===== src/rtl/ram_arbiter_pkg.sv =====
// ram_arbiter_pkg: shared constants and types for the data-RAM arbiter.
// Used by ram_arbiter and ram_arb_grant.
package ram_arbiter_pkg;

  localparam int MEM_WORDS = 7840;
  localparam int DATA_W    = 64;
  localparam int ADDR_W    = 13;

  localparam logic [ADDR_W-1:0] MEM_LIMIT = ADDR_W'(MEM_WORDS);

  typedef logic port_id_t;

  typedef struct packed {
    logic     pending;
    port_id_t owner;
    logic     oor;
  } rsp_pipe_t;

  function automatic logic in_range(logic [ADDR_W-1:0] a);
    return a < MEM_LIMIT;
  endfunction

endpackage


===== src/rtl/ram_arb_grant.sv =====
// ram_arb_grant: two-input arbiter producing a one-hot grant.
// RAM_ARBITER_ROUND_ROBIN_EN selects round-robin, else port 0 priority.
module ram_arb_grant
  import ram_arbiter_pkg::*;
(
  input  logic [1:0] valid_i,
  input  port_id_t   last_i,
  output logic [1:0] gnt_o
);

`ifdef RAM_ARBITER_ROUND_ROBIN_EN
  always_comb begin
    gnt_o = valid_i;
    // On a tie the port that did not win last time goes next
    if (valid_i == 2'b11) begin
      gnt_o = last_i ? 2'b01 : 2'b10;
    end
  end
`else
  logic unused_last;
  assign unused_last = last_i;

  always_comb begin
    gnt_o = valid_i;
    if (valid_i[0]) begin
      gnt_o = 2'b01;
    end
  end
`endif

endmodule


===== src/rtl/ram_arbiter.sv =====
// ram_arbiter: shares one single-port data RAM between two requesters.
// Build option: RAM_ARBITER_ROUND_ROBIN_EN enables round-robin grants.
module ram_arbiter
  import ram_arbiter_pkg::*;
(
  input  logic              clock,
  input  logic              reset,
  input  logic              req0_valid,
  input  logic              req0_write,
  input  logic [ADDR_W-1:0] req0_addr,
  input  logic [DATA_W-1:0] req0_wdata,
  output logic              req0_ready,
  input  logic              req1_valid,
  input  logic              req1_write,
  input  logic [ADDR_W-1:0] req1_addr,
  input  logic [DATA_W-1:0] req1_wdata,
  output logic              req1_ready,
  output logic              rsp0_valid,
  output logic [DATA_W-1:0] rsp0_rdata,
  output logic              rsp0_err,
  output logic              rsp1_valid,
  output logic [DATA_W-1:0] rsp1_rdata,
  output logic              rsp1_err,
  output logic [DATA_W-1:0] ram_in,
  output logic [ADDR_W-1:0] ram_address,
  output logic              ram_write,
  input  logic [DATA_W-1:0] ram_out
);

  logic [1:0]        vld;
  logic [1:0]        gnt;
  port_id_t          last;
  logic              sel_wr;
  logic [ADDR_W-1:0] sel_addr;
  logic [DATA_W-1:0] sel_wdata;
  logic              sel_ok;
  rsp_pipe_t         pipe_d, pipe_q;
  logic [1:0]        rv_d, rv_q;
  logic [1:0]        re_d, re_q;
  logic [DATA_W-1:0] rd0_d, rd0_q;
  logic [DATA_W-1:0] rd1_d, rd1_q;

  // Reset masks the valids so nothing is granted or written
  assign vld = reset ? 2'b00 : {req1_valid, req0_valid};

  ram_arb_grant u_grant (
    .valid_i (vld),
    .last_i  (last),
    .gnt_o   (gnt)
  );

  assign req0_ready = gnt[0];
  assign req1_ready = gnt[1];

`ifdef RAM_ARBITER_ROUND_ROBIN_EN
  port_id_t last_d, last_q;

  always_comb begin
    last_d = last_q;
    if (|gnt) begin
      last_d = gnt[1];
    end
  end

  always_ff @(posedge clock) begin
    if (reset) last_q <= 1'b1;
    else       last_q <= last_d;
  end

  assign last = last_q;
`else
  assign last = 1'b1;
`endif

  always_comb begin
    sel_wr    = 1'b0;
    sel_addr  = '0;
    sel_wdata = '0;
    unique case (1'b1)
      gnt[0]: begin
        sel_wr    = req0_write;
        sel_addr  = req0_addr;
        sel_wdata = req0_wdata;
      end
      gnt[1]: begin
        sel_wr    = req1_write;
        sel_addr  = req1_addr;
        sel_wdata = req1_wdata;
      end
      default: ;
    endcase
  end

  assign sel_ok      = in_range(sel_addr);
  assign ram_address = sel_addr;
  assign ram_in      = sel_wdata;
  assign ram_write   = (|gnt) & sel_wr & sel_ok;

  always_comb begin
    pipe_d         = '0;
    pipe_d.pending = (|gnt) & ~sel_wr;
    pipe_d.owner   = gnt[1];
    pipe_d.oor     = ~sel_ok;
  end

  // ram_out carries the read word one edge after acceptance
  always_comb begin
    rv_d  = 2'b00;
    re_d  = re_q;
    rd0_d = rd0_q;
    rd1_d = rd1_q;
    if (pipe_q.pending) begin
      rv_d[pipe_q.owner] = 1'b1;
      re_d[pipe_q.owner] = pipe_q.oor;
      if (pipe_q.owner) rd1_d = pipe_q.oor ? '0 : ram_out;
      else              rd0_d = pipe_q.oor ? '0 : ram_out;
    end
  end

  always_ff @(posedge clock) begin
    if (reset) begin
      pipe_q <= '0;
      rv_q   <= 2'b00;
      re_q   <= 2'b00;
      rd0_q  <= '0;
      rd1_q  <= '0;
    end else begin
      pipe_q <= pipe_d;
      rv_q   <= rv_d;
      re_q   <= re_d;
      rd0_q  <= rd0_d;
      rd1_q  <= rd1_d;
    end
  end

  assign rsp0_valid = rv_q[0];
  assign rsp1_valid = rv_q[1];
  assign rsp0_err   = re_q[0];
  assign rsp1_err   = re_q[1];
  assign rsp0_rdata = rd0_q;
  assign rsp1_rdata = rd1_q;

endmodule

===== config.mk =====
export PLATFORM = sky130hd
export DESIGN_NAME = ram_arbiter
export DESIGN_NICKNAME = d
export VERILOG_FILES = /design/src/rtl/ram_arbiter_pkg.sv /design/src/rtl/ram_arb_grant.sv /design/src/rtl/ram_arbiter.sv
export SDC_FILE = /design/constraint.sdc
export NUM_CORES = 1
export LEC_CHECK = 0
export CORE_AREA = 4 4 166 168
export CTS_CLUSTER_DIAMETER = 40
export DETAILED_ROUTE_END_ITERATION = 8
export DIE_AREA = 0 0 170 172
export GPL_TIMING_DRIVEN = 0
export MAX_ROUTING_LAYER = met4
export PLACE_DENSITY = 0.56
export SETUP_SLACK_MARGIN = 0.15
export SLEW_MARGIN = 5
export SYNTH_ARGS = -nofsm -noshare
export SYNTH_HDL_FRONTEND = slang
export SYNTH_SLANG_ARGS = --single-unit

===== constraint.sdc =====
create_clock -name clock -period 1.3 [get_ports clock]
set_clock_uncertainty 0.15 [all_clocks]
set_input_delay 0.26 -clock clock [delete_from_list [all_inputs] [get_ports clock]]
set_output_delay 0.26 -clock clock [all_outputs]
set_load 0.005 [all_outputs]

==> flow_metrics.py, run 1 <==
metrics = {
    "routing": {
        "wl_met2_mm": 20.42,
        "num_vias": 8022,
        "postRouteAntennaNets": 0,
        "drcViolationCount": 0,
        "wl_met1_mm": 13.96,
        "vias_per_cell": 4.686,
        "wl_per_cell_um": 22.62,
        "initialDrtViolationCount": 405,
        "top_layer": "met4",
        "wl_met3_mm": 3.097,
        "routed_wl_mm": 38.72,
        "drt-pass1-iter-count": 4,
    },
    "floorplan": {
        "core_area_mm2": 0.02591,
        "num_rows": 59,
        "dieArea_mm2": 0.02924,
        "die_x_um": 170,
        "die_h_um": 172,
        "io_pins": 436,
        "start_util_pct": 22.85,
    },
    "clock_tree": {
        "clkTransAtPathRegs_ps": 60,
        "clock_path_buffers": 2,
        "cts_tree": "yes",
        "cts-root-buf": "clkbuf_16",
        "clk_latency_ps": 410,
        "clock-sinks": 135,
        "htreeDepth": 4,
        "cts_buffers": 17,
        "cts_hold_buf": 0,
    },
    "critical_path": {
        "startpoint": "req1_valid",
        "start_kind": "input port",
        "rr_startpoint": "pipe_q[2]$_SDFF_PP0_",
        "worstPathRequired_ps": 890,
        "ff2ff_path_depth": 7,
        "critPathMaxFanout": 5,
        "critical_path.endpoint_type": "output pin",
        "worst-endpoint-arrival_ps": 1440,
        "worstSetupPathType": "input port to output pin",
        "reg2reg_to": "rsp0_rdata[58]$_SDFFE_PP0P_",
        "r2r_slack_ps": -190,
    },
    "final_layout": {
        "finalNetCount": 1572,
        "fin_cells": 1712,
        "drive_gt1_share_pct": 63.68,
        "final_core_util_pct": 57.05,
        "synthToLayoutAreaGrowth_pct": 149.6,
        "final_area_mm2": 0.01478,
        "fillers": 2320,
    },
    "hold_path": {
        "worstHoldStart": "req1_valid",
        "holdPathStages": 3,
        "hold_end": "pipe_q[1]$_SDFF_PP0_",
        "hold_class": "input port to flip-flop",
    },
    "synthesis": {
        "yosys_warnings": 0,
        "synthTopCellsByArea": "dfxtp_1, nand2_1, a21oi_1",
        "synth-seq-cells": 135,
        "syn_inst": 772,
        "syn_area_mm2": 0.005922,
        "yosysMostFrequentCell": "nand2_1",
        "seq_area_frac_synth_pct": 45.64,
        "avgSynthCellArea_um2": 7.671,
        "synth_edf_count": 0,
        "ys.flop_type": "dfxtp_1",
        "synth.top_cells.by_count": "nand2_1, a21oi_1, dfxtp_1",
        "synth_cell_type_count": 21,
        "synthArstFlopShare_pct": 0,
        "synth_top_area_share_pct": 45.64,
        "yosysTopAreaCell": "dfxtp_1",
        "synth_nets": 996,
    },
    "grt": {
        "antenna_found_initial": 16,
        "grtUsageTotal_pct": 24.60,
        "grt_pass1_wl_mm": 51.25,
        "overflow": 0,
        "first_global_vias": 8007,
        "grt_max_degree": 17,
    },
    "timing": {
        "fin_ws_ps": -553.6,
        "fin_setup_tns_ps": -43470,
        "rsz0062_at_grt": "true",
        "slew_viol_final": 0,
        "setup_viol": 189,
        "period_minus_slack_ps": 1854,
        "relSlewSlack_pct": 49.83,
        "fin_crit_sh_pct": 142.6,
        "tightestPinTransition_ps": 752.5,
        "hold_viol_final": 0,
        "max_freq_ghz": 0.5395,
    },
    "placed_design": {
        "dpl.cell_count": 1541,
        "hpwl_mm": 27.30,
        "placed_cell_area_mm2": 0.01084,
        "routabilityCongestion": 0.8956,
        "io_buffers": 434,
        "place_ws_ps": -1553,
    },
    "run": {
        "drv_cap": 0,
    },
    "pwr": {
        "p_leak_uw": 0.006436,
        "irDropWorstVdd_mv": 0.8574,
        "p_per_area_mw_per_mm2": 810.9,
    },
    "run_status": {
        "status": "finished, violations left",
        "violations": "setup timing",
    },
}
routing by layer:
metal / vias up / track usage, %
met2: 318 / 42.79
met3: 58 / 7.865
met5: - / -
li1: 3756 / -
met4: 0 / 10.28
met1: 3890 / 25.86
per-stage QoR:
stage | hold slack, ps | total power [µW]
finish | 123.4 | 11990
global route | 111.5 | 12420
CTS | 108.2 | 11650
detailed placement | 295.5 | 6495
global placement | 291.6 | 6499
floorplan | 300.9 | 5035
cell families after synthesis:
logic type             count (synthesis)  share of synthesized area (%)
flip-flops                           135                          45.64
buffers and inverters                 70                          5.641
AO/OA/AOI/OAI                        213                          22.67
AND/OR/NAND/NOR                      354                          26.05
what timing repair did:
item	CTS	global route
setup buffers	71	32
hold endpoints to repair	0	0
resized for setup	1409	326
setup endpoints to repair	345	345
cloned	17	5
pin swaps	86	72
registers in the layout, indices dropped and copies added (netlist names):
register    flops
pipe_q          3
re_q            2
rsp0_rdata     64
rsp1_rdata     64
rv_q            2
where the power goes:
part	internal (µW)	leakage [µW]	switching, µW	total [µW]
combinational	1720	0.00501	1160	2880
sequential	4260	0.00116	79.5	4340
clock	2860	0.000271	1910	4760
total	8840	0.00644	3140	12000
worst max path at each step:
stage / slack, ps / endpoint / cells past startpoint
after floorplan: -170 / ram_write / 6
after global placement: -1520 / ram_in[62] / 6
after detailed placement: -1550 / ram_in[62] / 6
after CTS: -550 / ram_write / 8
after global routing: -600 / ram_write / 9
final: -550 / ram_in[19] / 9
layout by cell type, fill, tap and decap left out, types with 3 or more instances in the layout:
master,Yosys,final
clkinv_2,0,4
nor2b_2,0,34
clkinvlp_4,0,4
nand2_1,270,152
buf_12,0,26
nand2_4,0,67
diode_2,0,17
buf_2,42,88
buf_6,2,196
clkbuf_1,13,3
buf_16,0,13
nor2b_1,67,18
a22o_1,70,62
nor2b_4,0,15
a22o_4,0,8
clkbuf_8,0,3
nand3b_1,7,7
buf_4,1,37
dfxtp_2,0,130
nor2_1,5,5
clkbuf_16,0,21
buf_1,12,6
dlygate4sd2_1,0,13
clkbuf_2,0,3
a21oi_2,1,122
a21oi_1,138,16
buf_8,0,28
clkdlybuf4s50_1,0,206
nand2_2,0,51
dfxtp_4,0,3
area by class of cell:
| cell class | count | area, µm² | share of cell area, % |
|---|---|---|---|
| flip-flops and latches | 135 | 2877 | 19.46 |
| well taps | 335 | 419.2 | 2.836 |
| plain buffers | 68 | 864.6 | 5.849 |
| repair buffers | 559 | 5736 | 38.80 |
| multi-input cells | 567 | 4273 | 28.91 |
| clock inverters | 12 | 127.6 | 0.8634 |
| diodes | 17 | 42.54 | 0.2878 |
| clock buffers | 19 | 442.9 | 2.996 |
critical path, cell delays in order:
cell	delay, ps
buf_6	90
nor3b_4	140
buf_4	130
buf_6	130
buf_8	140
buf_8	130
buf_6	110
a22o_1	190
buf_2	130
No activity file was read; power rests on OpenSTA's default activity.
==> run 2: changes to the inputs <==
--- a/config.mk
+++ b/config.mk
@@ -5,6 +5,7 @@
 export SDC_FILE = /design/constraint.sdc
 export NUM_CORES = 1
 export LEC_CHECK = 0
+export ABC_AREA = 0
 export CORE_AREA = 4 4 166 168
 export CTS_CLUSTER_DIAMETER = 40
 export DETAILED_ROUTE_END_ITERATION = 8
==> results of run 2 <==
The final DEF is identical to that of run 1; final timing and power are the same.
==> run 3: changes to the inputs <==
--- a/config.mk
+++ b/config.mk
@@ -10,6 +10,7 @@
 export CTS_CLUSTER_DIAMETER = 40
 export DETAILED_ROUTE_END_ITERATION = 8
 export DIE_AREA = 0 0 170 172
+export GPL_ROUTABILITY_DRIVEN = 0
 export GPL_TIMING_DRIVEN = 0
 export MAX_ROUTING_LAYER = met4
 export PLACE_DENSITY = 0.56
@@ -17,4 +18,6 @@
 export SLEW_MARGIN = 5
 export SYNTH_ARGS = -nofsm -noshare
 export SYNTH_HDL_FRONTEND = slang
+export SYNTH_HIERARCHICAL = 1
 export SYNTH_SLANG_ARGS = --single-unit
+export TNS_END_PERCENT = 1
==> flow_metrics.py, run 3 <==
metrics = {
    "hold_path": {
        "hold_class": "input port to flip-flop",
        "worstHoldStart": "reset",
    },
    "clock_tree": {
        "htreeDepth": 4,
        "cts_buffers": 17,
        "clk_latency_ps": 420,
        "clock-sinks": 135,
        "clock_path_buffers": 2,
        "clkTransAtPathRegs_ps": 70,
        "cts_tree": "yes",
        "cts_hold_buf": 0,
        "cts-root-buf": "clkbuf_16",
    },
    "final_layout": {
        "layout_common_cells": "nand2_1, clkdlybuf4s50_1, buf_6, dfxtp_2, a21oi_1",
        "multiInputGateArea_mm2": 0.003058,
        "finalNetCount": 1463,
        "fillers": 2591,
        "seq_area_mm2": 0.002869,
        "final_core_util_pct": 46.90,
        "final_common_cell": "nand2_1",
        "synthToLayoutAreaGrowth_pct": 105.5,
        "drive_gt1_share_pct": 37.94,
    },
    "routing": {
        "initialDrtViolationCount": 291,
        "drt-pass1-iter-count": 4,
        "num_vias": 7248,
        "wl_per_cell_um": 21.03,
        "drcViolationCount": 0,
        "postRouteAntennaNets": 0,
        "routed_wl_mm": 33.62,
        "vias_per_cell": 4.533,
    },
    "timing": {
        "relSlewSlack_pct": 56.99,
        "holdWs_ps": 27.34,
        "slew_viol_final": 0,
        "fin_ws_ps": -923.5,
        "fin_setup_tns_ps": -55850,
        "period_minus_slack_ps": 2224,
        "max_freq_ghz": 0.4497,
        "fin_crit_sh_pct": 171.0,
        "tightestPinTransition_ps": 645.1,
        "setup_viol": 107,
        "hold_viol_final": 0,
        "rsz0062_at_grt": "true",
    },
    "synthesis": {
        "syn_area_mm2": 0.005912,
        "avgSynthCellArea_um2": 7.748,
        "syn_inst": 763,
        "yosys_warnings": 6,
        "synth_nets": 987,
    },
    "grt": {
        "first_global_vias": 7418,
        "grtUsageTotal_pct": 22.58,
        "antenna_found_initial": 12,
        "grt_max_degree": 17,
        "grt_pass1_wl_mm": 47.52,
        "overflow": 0,
    },
    "critical_path": {
        "critical_path.endpoint_type": "flip-flop",
        "start_kind": "input port",
        "crit_family": "buffers and inverters",
        "worstSetupPathType": "input port to flip-flop",
        "worst-endpoint-arrival_ps": 2430,
        "worstPathRequired_ps": 1510,
        "rr_startpoint": "pipe_q[1]$_SDFF_PP0_",
        "max_stage_delay_ps": 340,
        "path_cells": "clkbuf_16 -> nor2b_4 -> nor2b_4 -> buf_6 -> nand2_4 -> o211ai_1 -> o211ai_1 -> buf_4 -> buf_6 -> buf_6 -> buf_6 -> buf_6 -> buf_6 -> buf_6 -> buf_6 -> nor2_4",
        "startpoint": "reset",
        "critPathMaxFanout": 5,
        "path_buf_inv": 10,
        "cp_slowest_cell": "o211ai_1",
        "cp_common_cell": "buf_6",
    },
    "run_status": {
        "violations": "setup timing",
        "status": "finished, violations left",
    },
    "floorplan": {
        "core_area_mm2": 0.02591,
        "die_x_um": 170,
        "dieArea_mm2": 0.02924,
        "num_rows": 59,
        "io_pins": 436,
        "die_h_um": 172,
        "start_util_pct": 22.82,
    },
    "run": {
        "drv_cap": 0,
    },
    "pwr": {
        "switchingPower_uw": 3139,
        "p_leak_uw": 0.004900,
        "p_seq_share_pct": 38.2,
        "p_per_area_mw_per_mm2": 934.9,
        "irDropWorstVdd_mv": 0.8032,
        "clkPwrFrac_pct": 41.9,
        "p_int_uw": 8222,
        "combinationalPowerShare_pct": 19.8,
        "swShare_pct": 27.63,
    },
    "placed_design": {
        "io_buffers": 434,
        "hpwl_mm": 26.78,
    },
}
## run 3: cell types whose count changed in the layout (fill, tap and decap cells not counted), moves of 14 or more
cell | before | now
nand2_4 | 67 | 1
clkdlybuf4s50_1 | 206 | 238
buf_6 | 196 | 149
a21oi_2 | 122 | 6
nand2_2 | 51 | 3
a21oi_1 | 16 | 124
buf_4 | 37 | 14
nand2_1 | 152 | 258
nor2b_1 | 18 | 42
clkdlybuf4s15_2 | 0 | 14
clkbuf_2 | 3 | 24
buf_8 | 28 | 9
buf_2 | 88 | 39
## run 3: repair_timing
item	in CTS	in global routing
gates resized for setup	937	226
setup buffers	19	3
pin swaps	8	15
cloned	1	0
endpoints found under the setup margin	346	347
## run 3: worst paths after layout
| path | to | slack [ps] | depth (start not counted) |
|---|---|---|---|
| worst max-delay path | pipe_q[0]$_SDFF_PP0_ | -920 | 16 |
| worst min-delay path | pipe_q[1]$_SDFF_PP0_ | 30 | 3 |
| worst max register to register | rsp1_rdata[6]$_SDFFE_PP0P_ | -130 | 4 |
| worst min register to register | rsp1_rdata[36]$_SDFFE_PP0P_ | 300 | 2 |
## run 3: through the flow
stage          power [µW]  cells  setup WS [ps]  cell area (µm²)
2_1_floorplan        5042    763         -411.3             5951
3_3_place_gp         6548   1532          -1862            10710
3_5_place_dp         6542   1532          -1805            10710
4_1_cts             11420   1584         -909.5            11710
5_1_grt             11850   1599         -978.1            12150
6_report            11360   1599         -923.5            12150
## run 3: power by group through the flow
stage	Clock (µW)	Combinational (µW)	Sequential, µW
floorplan	0	641	4400
global placement	0	2160	4390
detailed placement	0	2150	4400
CTS	4880	2200	4330
global route	5090	2410	4350
finish	4770	2250	4340
## run 3: tightest hold or removal path: stages
cell	delay, ps
clkbuf_16	130
buf_4	130
nor2b_1	40
## run 3: per-layer routing
metal	track usage (%)	wire, µm	vias to the layer above
li1	-	-	3532
met1	24.70	12880	3400
met2	38.72	17750	271
met3	5.075	1925	45
met4	11.46	1062	0
met5	-	0	-
## run 3: final cells by class
cell class                 count  area share [%]
timing repair buffer         457           36.79
sequential                   135           23.61
clock inverter                15           1.256
antenna                       12          0.2471
clock buffer                  17           3.501
multi-input combinational    559           25.16
tap                          335           3.449
buffer                        69           5.982
